--- config.mk ---
export PLATFORM = sky130hd
export DESIGN_NAME = bht_predictor_flat
export DESIGN_NICKNAME = d
export VERILOG_FILES = /design/src/rtl/bht_predictor_if.sv /design/src/rtl/bht_predictor.sv /design/src/flat_wrapper.sv
export SDC_FILE = /design/constraint.sdc
export NUM_CORES = 1
export LEC_CHECK = 0
export ABC_AREA = 1
export BUFFER_PORTS_ARGS = -buffer_cell sky130_fd_sc_hd__buf_2
export CAP_MARGIN = 5
export CORE_ASPECT_RATIO = 0.8
export CORE_MARGIN = 8
export CORE_UTILIZATION = 58
export CTS_CLUSTER_DIAMETER = 50
export CTS_CLUSTER_SIZE = 10
export DETAILED_ROUTE_END_ITERATION = 16
export HOLD_SLACK_MARGIN = 0.12
export PLACE_DENSITY = 0.84
export SYNTH_ARGS = -nofsm -noshare
export SYNTH_HDL_FRONTEND = slang
export SYNTH_SLANG_ARGS = --single-unit
--- constraint.sdc ---
create_clock -name clk -period 3.1 [get_ports clk]
set_input_delay 0 -clock clk [delete_from_list [all_inputs] [get_ports clk]]
set_output_delay 0 -clock clk [all_outputs]
set_load 0.02 [all_outputs]
--- src/rtl/bht_predictor_if.sv ---
// ---------------------------------------------------------------------------
// bht_predictor_if
//   Lookup and training bundle between the fetch/execute stages and the
//   branch history table.
//   master : fetch/execute side (drives lookup and training requests)
//   slave  : predictor side (returns prediction, history snapshot, stats)
//   Signals:
//     en, read_addr             lookup request and PC index bits
//     prediction, pred_valid    registered prediction, valid one cycle later
//     pred_hist                 GHR snapshot used for the lookup
//     update_*                  resolved-branch training event
//     mispredict_cnt            saturating mispredict statistic
// ---------------------------------------------------------------------------
interface bht_predictor_if #(
    parameter int INDEX_BITS = 5,
    parameter int HIST_BITS  = 5
);
    logic                  en;
    logic [INDEX_BITS-1:0] read_addr;
    logic                  prediction;
    logic                  pred_valid;
    logic [HIST_BITS-1:0]  pred_hist;
    logic                  update_en;
    logic [INDEX_BITS-1:0] update_addr;
    logic [HIST_BITS-1:0]  update_hist;
    logic                  update_taken;
    logic                  update_mispredict;
    logic [15:0]           mispredict_cnt;

    modport master (
        output en, read_addr,
        output update_en, update_addr, update_hist, update_taken, update_mispredict,
        input  prediction, pred_valid, pred_hist, mispredict_cnt
    );

    modport slave (
        input  en, read_addr,
        input  update_en, update_addr, update_hist, update_taken, update_mispredict,
        output prediction, pred_valid, pred_hist, mispredict_cnt
    );
endinterface

--- src/rtl/bht_predictor.sv ---
// ---------------------------------------------------------------------------
// bht_predictor
//   Table of 2^INDEX_BITS saturating counters, indexed by PC bits (bimodal)
//   or PC bits XOR global history (gshare). Registered prediction one cycle
//   after a lookup; trained from execute, with GHR repair on mispredict.
//   Ports:
//     clk   rising-edge clock
//     arst  asynchronous reset, active-high
//     bus   bht_predictor_if.slave (lookup, training, statistics)
// ---------------------------------------------------------------------------
module bht_predictor #(
    parameter int INDEX_BITS = 5,
    parameter int CNT_BITS   = 2,
    parameter int HIST_BITS  = 5,
    parameter int GSHARE     = 0,
    parameter int INIT_STATE = 1
) (
    input  logic            clk,
    input  logic            arst,
    bht_predictor_if.slave  bus
);
    localparam int DEPTH = 1 << INDEX_BITS;

    logic [CNT_BITS-1:0]   table_q [DEPTH];
    logic [HIST_BITS-1:0]  ghr_q;
    logic                  prediction_q;
    logic                  pred_valid_q;
    logic [HIST_BITS-1:0]  pred_hist_q;
    logic [15:0]           mispredict_cnt_q;

    logic [INDEX_BITS-1:0] rd_idx;
    logic [INDEX_BITS-1:0] up_idx;
    logic [CNT_BITS-1:0]   up_cnt_next;
    logic [CNT_BITS-1:0]   rd_cnt;
    logic                  pred_bit;
    logic                  restore;

    // NOTE: every always_comb output is given a default first so no path
    // leaves a signal unassigned (which would infer a latch).
    always_comb begin
        rd_idx      = bus.read_addr;
        up_idx      = bus.update_addr;
        if (GSHARE != 0) begin
            rd_idx = bus.read_addr ^ INDEX_BITS'(ghr_q);
            up_idx = bus.update_addr ^ INDEX_BITS'(bus.update_hist);
        end

        // Saturating step of the entry being trained.
        up_cnt_next = table_q[up_idx];
        if (bus.update_taken) begin
            if (up_cnt_next != {CNT_BITS{1'b1}})
                up_cnt_next = up_cnt_next + 1'b1;
        end else begin
            if (up_cnt_next != '0)
                up_cnt_next = up_cnt_next - 1'b1;
        end

        // Write-first: a same-cycle update of the looked-up entry is seen.
        rd_cnt = table_q[rd_idx];
        if (bus.update_en && (up_idx == rd_idx))
            rd_cnt = up_cnt_next;

        pred_bit = rd_cnt[CNT_BITS-1];
        restore  = bus.update_en && bus.update_mispredict;
    end

    // NOTE: the counter table is reset on purpose -- the predictor must come
    // out of reset with every entry at INIT_STATE, so this is flops, not RAM.
    always_ff @(posedge clk or posedge arst) begin
        if (arst) begin
            for (int i = 0; i < DEPTH; i++)
                table_q[i] <= CNT_BITS'(INIT_STATE);
        end else if (bus.update_en) begin
            table_q[up_idx] <= up_cnt_next;
        end
    end

    // NOTE: sequential state uses non-blocking assignments only, so every
    // register samples pre-edge values regardless of statement order.
    always_ff @(posedge clk or posedge arst) begin
        if (arst) begin
            ghr_q            <= '0;
            prediction_q     <= 1'b0;
            pred_valid_q     <= 1'b0;
            pred_hist_q      <= '0;
            mispredict_cnt_q <= '0;
        end else begin
            // Restore beats the speculative shift; the lookup itself still
            // used the pre-restore history.
            if (restore)
                ghr_q <= HIST_BITS'({bus.update_hist, bus.update_taken});
            else if (bus.en)
                ghr_q <= HIST_BITS'({ghr_q, pred_bit});

            pred_valid_q <= bus.en;
            if (bus.en) begin
                prediction_q <= pred_bit;
                pred_hist_q  <= ghr_q;
            end

            if (restore && (mispredict_cnt_q != 16'hFFFF))
                mispredict_cnt_q <= mispredict_cnt_q + 16'd1;
        end
    end

    assign bus.prediction     = prediction_q;
    assign bus.pred_valid     = pred_valid_q;
    assign bus.pred_hist      = pred_hist_q;
    assign bus.mispredict_cnt = mispredict_cnt_q;
endmodule
--- src/flat_wrapper.sv ---
// flat-port wrapper written by rule: the top's interface ports become plain ports
module bht_predictor_flat 
#(
    parameter int INDEX_BITS = 5,
    parameter int CNT_BITS   = 2,
    parameter int HIST_BITS  = 5,
    parameter int GSHARE     = 0,
    parameter int INIT_STATE = 1
)
  (clk, arst, bus_en, bus_read_addr, bus_update_en, bus_update_addr, bus_update_hist, bus_update_taken, bus_update_mispredict, bus_prediction, bus_pred_valid, bus_pred_hist, bus_mispredict_cnt);
  bht_predictor_if #(.INDEX_BITS(INDEX_BITS), .HIST_BITS(HIST_BITS)) bus_i ();
  input  logic clk;
  input  logic arst;
  input wire logic [$bits(bus_i.en)-1:0] bus_en;
  input wire logic [$bits(bus_i.read_addr)-1:0] bus_read_addr;
  input wire logic [$bits(bus_i.update_en)-1:0] bus_update_en;
  input wire logic [$bits(bus_i.update_addr)-1:0] bus_update_addr;
  input wire logic [$bits(bus_i.update_hist)-1:0] bus_update_hist;
  input wire logic [$bits(bus_i.update_taken)-1:0] bus_update_taken;
  input wire logic [$bits(bus_i.update_mispredict)-1:0] bus_update_mispredict;
  output wire logic [$bits(bus_i.prediction)-1:0] bus_prediction;
  output wire logic [$bits(bus_i.pred_valid)-1:0] bus_pred_valid;
  output wire logic [$bits(bus_i.pred_hist)-1:0] bus_pred_hist;
  output wire logic [$bits(bus_i.mispredict_cnt)-1:0] bus_mispredict_cnt;
  assign bus_i.en = bus_en;
  assign bus_i.read_addr = bus_read_addr;
  assign bus_i.update_en = bus_update_en;
  assign bus_i.update_addr = bus_update_addr;
  assign bus_i.update_hist = bus_update_hist;
  assign bus_i.update_taken = bus_update_taken;
  assign bus_i.update_mispredict = bus_update_mispredict;
  assign bus_prediction = bus_i.prediction;
  assign bus_pred_valid = bus_i.pred_valid;
  assign bus_pred_hist = bus_i.pred_hist;
  assign bus_mispredict_cnt = bus_i.mispredict_cnt;
  bht_predictor #(.INDEX_BITS(INDEX_BITS), .CNT_BITS(CNT_BITS), .HIST_BITS(HIST_BITS), .GSHARE(GSHARE), .INIT_STATE(INIT_STATE)) u_core (.clk(clk), .arst(arst), .bus(bus_i));
endmodule
==> run_results.csv <==
group,metric,value,unit
run_status,result_of_the_run,"finished, final reports clean",
detailed_routing,number_of_iterations_in_the_first_detailed_routing_pass,6,
clocking,cts_tree,"done",
layout,number_of_diodes,0,
timing,worst_pin_slew,0.849,ns
synth,post-synth-top-count-cell,"nand2_1",
worst_hold_path,hold_class,"in -> reg",
timing,fin_worst_skew,0.00741,ns
timing,hold_violations,0,
critical_path,critPathMaxStageDelay,0.43,ns
synth,number_of_nets_in_the_synthesized_netlist,652,
grt,grt_pass1_wl,21.8,mm
timing,worst_hold_slack,0.147,ns
clocking,clk_transition_reported_paths,0.10,ns
grt,grt_antenna_before_repair,0,
detailed_routing,vias,4532,
critical_path,critical_path.cell_chain,"ha_1, nand3_1, nor3_1, a21oi_1, buf_4, nand2_1, nor2_1, nand3_1, o21ai_0, nand2_1",
layout,fillerInstances,669,
detailed_routing,route.detailed.vias_per_inst,5.66,
die,placement_rows,30,
synth,asyncSetResetFlopFracSynth,1.00,
synth,dominantRegCellSynth,"dfrtp_1",
place,dpl_cell_area,0.00529,sq mm
synth,post-synth-top-area-fraction,0.303,
die,ioPinCount,44,
flow_run,cap_viol_max_count,0,
place,pre_cts_slack,1.04,ns
timing,finalSetupViolations,0,
timing,slew_violations,0,
critical_path,biggest_fanout_along_the_worst_timing_path,7,
layout,post_layout_util,0.669,
critical_path,critical_path_arrival,2.29,ns
grt,grt_max_degree,49,
clocking,cts.path.max_buffers,2,
timing,final_min_period_over_clock_period,0.657,
grt,grt_use_total,0.225,
synth,synth_cell_types,29,
synth,yosys_register_bits,92,
pwr,design_power_total,3.27,mW
timing,setup_repair_after_global_routing_missed_its_margin,"false",
clocking,root_buffer,"clkbuf_8",
clocking,tritoncts.num_buffers,9,
clocking,post_cts.repair.setup_buffers,0,
timing,timing.max_slew.rel_slack,0.429,
critical_path,timing.critical_path.required,3.35,ns
pwr,worst_case_vdd_ir_drop,0.552,mV
timing,setup_total_negative_slack,0,ns
place,place_congestion,0.927,
synth,post_synthesis_instance_total,630,
pwr,power_per_cell_area,583,mW/mm^2
layout,finish.cell_count_without_fillers,801,
die,core,0.00837,sq mm
clocking,worstSkewPairLatency,0.37,ns
synth,synth_common_cells,"nand2_1 (292), nand3_1 (63), dfrtp_1 (60), o21ai_2 (53), dfstp_2 (32)",
die,initial_utilization,0.591,
pwr,p_leak,2.67,nW
place,i_o_buffers,42,
grt,first_global_vias,4454,
synth,synthesized_cell_area,0.00495,sq mm
critical_path,timing_worst_setup_path_type,"reg -> reg",
synth,synth.yosys.seq_area_share,0.473,
layout,layout-area-overhead-vs-synth,13.2,%
place,hpwl,8.66,mm
layout,drive_above_1_share,0.247,
critical_path,end_kind,"flop",
detailed_routing,drc_errors,0,
timing,layout_setup_ws,1.06,ns
die,die-height,98.6,um
critical_path,crit_path_start_kind,"flop",
synth,synthTopCellsByArea,"dfrtp_1 (30%), nand2_1 (22%), dfstp_2 (17%)",
layout,finalInstanceArea,0.00560,sq mm
detailed_routing,routed_wire_length_per_instance,16.2,um
timing,period_needed,2.04,ns
place,post-place-cells,778,
detailed_routing,drt_first_iter_violations,507,
clocking,cts_sinks,92,
detailed_routing,route.final.wire_length,12.9,mm
layout,layout.nets,706,
die,die-width,119,um
grt,global_route.overflow_total,0,
synth,yosysWarnings,0,
synth,synth_edf_count,0,
clocking,htreeDepth,3,
synth,netlist.top_cell.by_area,"dfrtp_1",
synth,avgSynthCellArea,7.85,sq um
detailed_routing,final_antenna_net_count,0,
critical_path,cp_slowest_cell,"dfrtp_1",
die,floorplan.die_area,0.0118,sq mm
timing,timing.fmax,491,MHz
-- power by group --
part           switching (mW)  internal [mW]
clock                   0.478          0.478
sequential              0.141           1.45
combinational           0.470          0.254
-- kinds of logic after synthesis --
logic type,after synthesis,share of synthesized area
compound gates,78,0.120
fa+ha+maj,1,0.00253
mux,1,0.00228
xor+xnor,14,0.0248
flops,92,0.473
buf+inv,47,0.0473
simple gates,397,0.330
-- sequential cells by signal, indices dropped and copies added, names as in the netlist --
name                       flops
u_core.table_q                64
u_core.bus.mispredict_cnt     16
u_core.bus.pred_hist           5
u_core.ghr_q                   5
u_core.bus.pred_valid          1
u_core.bus.prediction          1
-- critical path: cells and delay by family (launching register included) --
family                     cells  cell delay, ns
buffers and inverters          1            0.18
adders and majority gates      1            0.22
and+or+nand+nor                6            0.73
AOI/OAI and AO/OA              2            0.35
DFF                            1            0.43
-- repair_timing --
action                    CTS  global route
hold endpoints to repair   39             0
hold buffers                7             0
gates resized for setup     0             0
-- path summary, 6_finish.rpt --
kind	from	end	slack [ns]	cells past startpoint
max reg2reg	u_core.bus.mispredict_cnt[0]$_DFFE_PP0P_	u_core.bus.mispredict_cnt[15]$_DFFE_PP0P_	1.06	10
max in group asynchronous	arst	u_core.table_q[52]$_DFFE_PP1P_	2.05	4
max	u_core.bus.mispredict_cnt[0]$_DFFE_PP0P_	u_core.bus.mispredict_cnt[15]$_DFFE_PP0P_	1.06	10
min	bus_update_addr[4]	u_core.table_q[36]$_DFFE_PP1P_	0.15	4
min in group asynchronous	arst	u_core.bus.pred_hist[2]$_DFFE_PP0P_	0.30	3
min reg2reg	u_core.table_q[4]$_DFFE_PP1P_	u_core.table_q[4]$_DFFE_PP1P_	0.48	2
-- layout make-up --
type,count,area (sq um),area share
well taps,112,140,0.0250
clock inverters,7,116,0.0208
multi-input cells,491,2370,0.423
flip-flops and latches,92,2340,0.418
repair buffers,65,413,0.0737
clock buffers,9,124,0.0221
inverters,25,95.1,0.0170
-- metal layers --
layer  track usage  vias to the layer above  part of all wire
li1              -                     2169                 -
met1         0.291                     2126              0.42
met2         0.361                      194              0.48
met3        0.0469                       43             0.074
met4        0.0912                        0             0.027
met5             0                        -                 0
-- layout by cell type, fill, tap and decap left out, drive strengths merged, types with 6 or more instances in the layout --
cell type    count
nand2          294
dlygate4sd3      7
buf             58
xnor2            8
nor2            15
clkbuf           9
xor2             6
nand4            8
dfstp           32
o21ai           73
nand3           64
nor3            14
inv             26
dfrtp           60
Note: power is estimated with default switching activity, not from simulation.
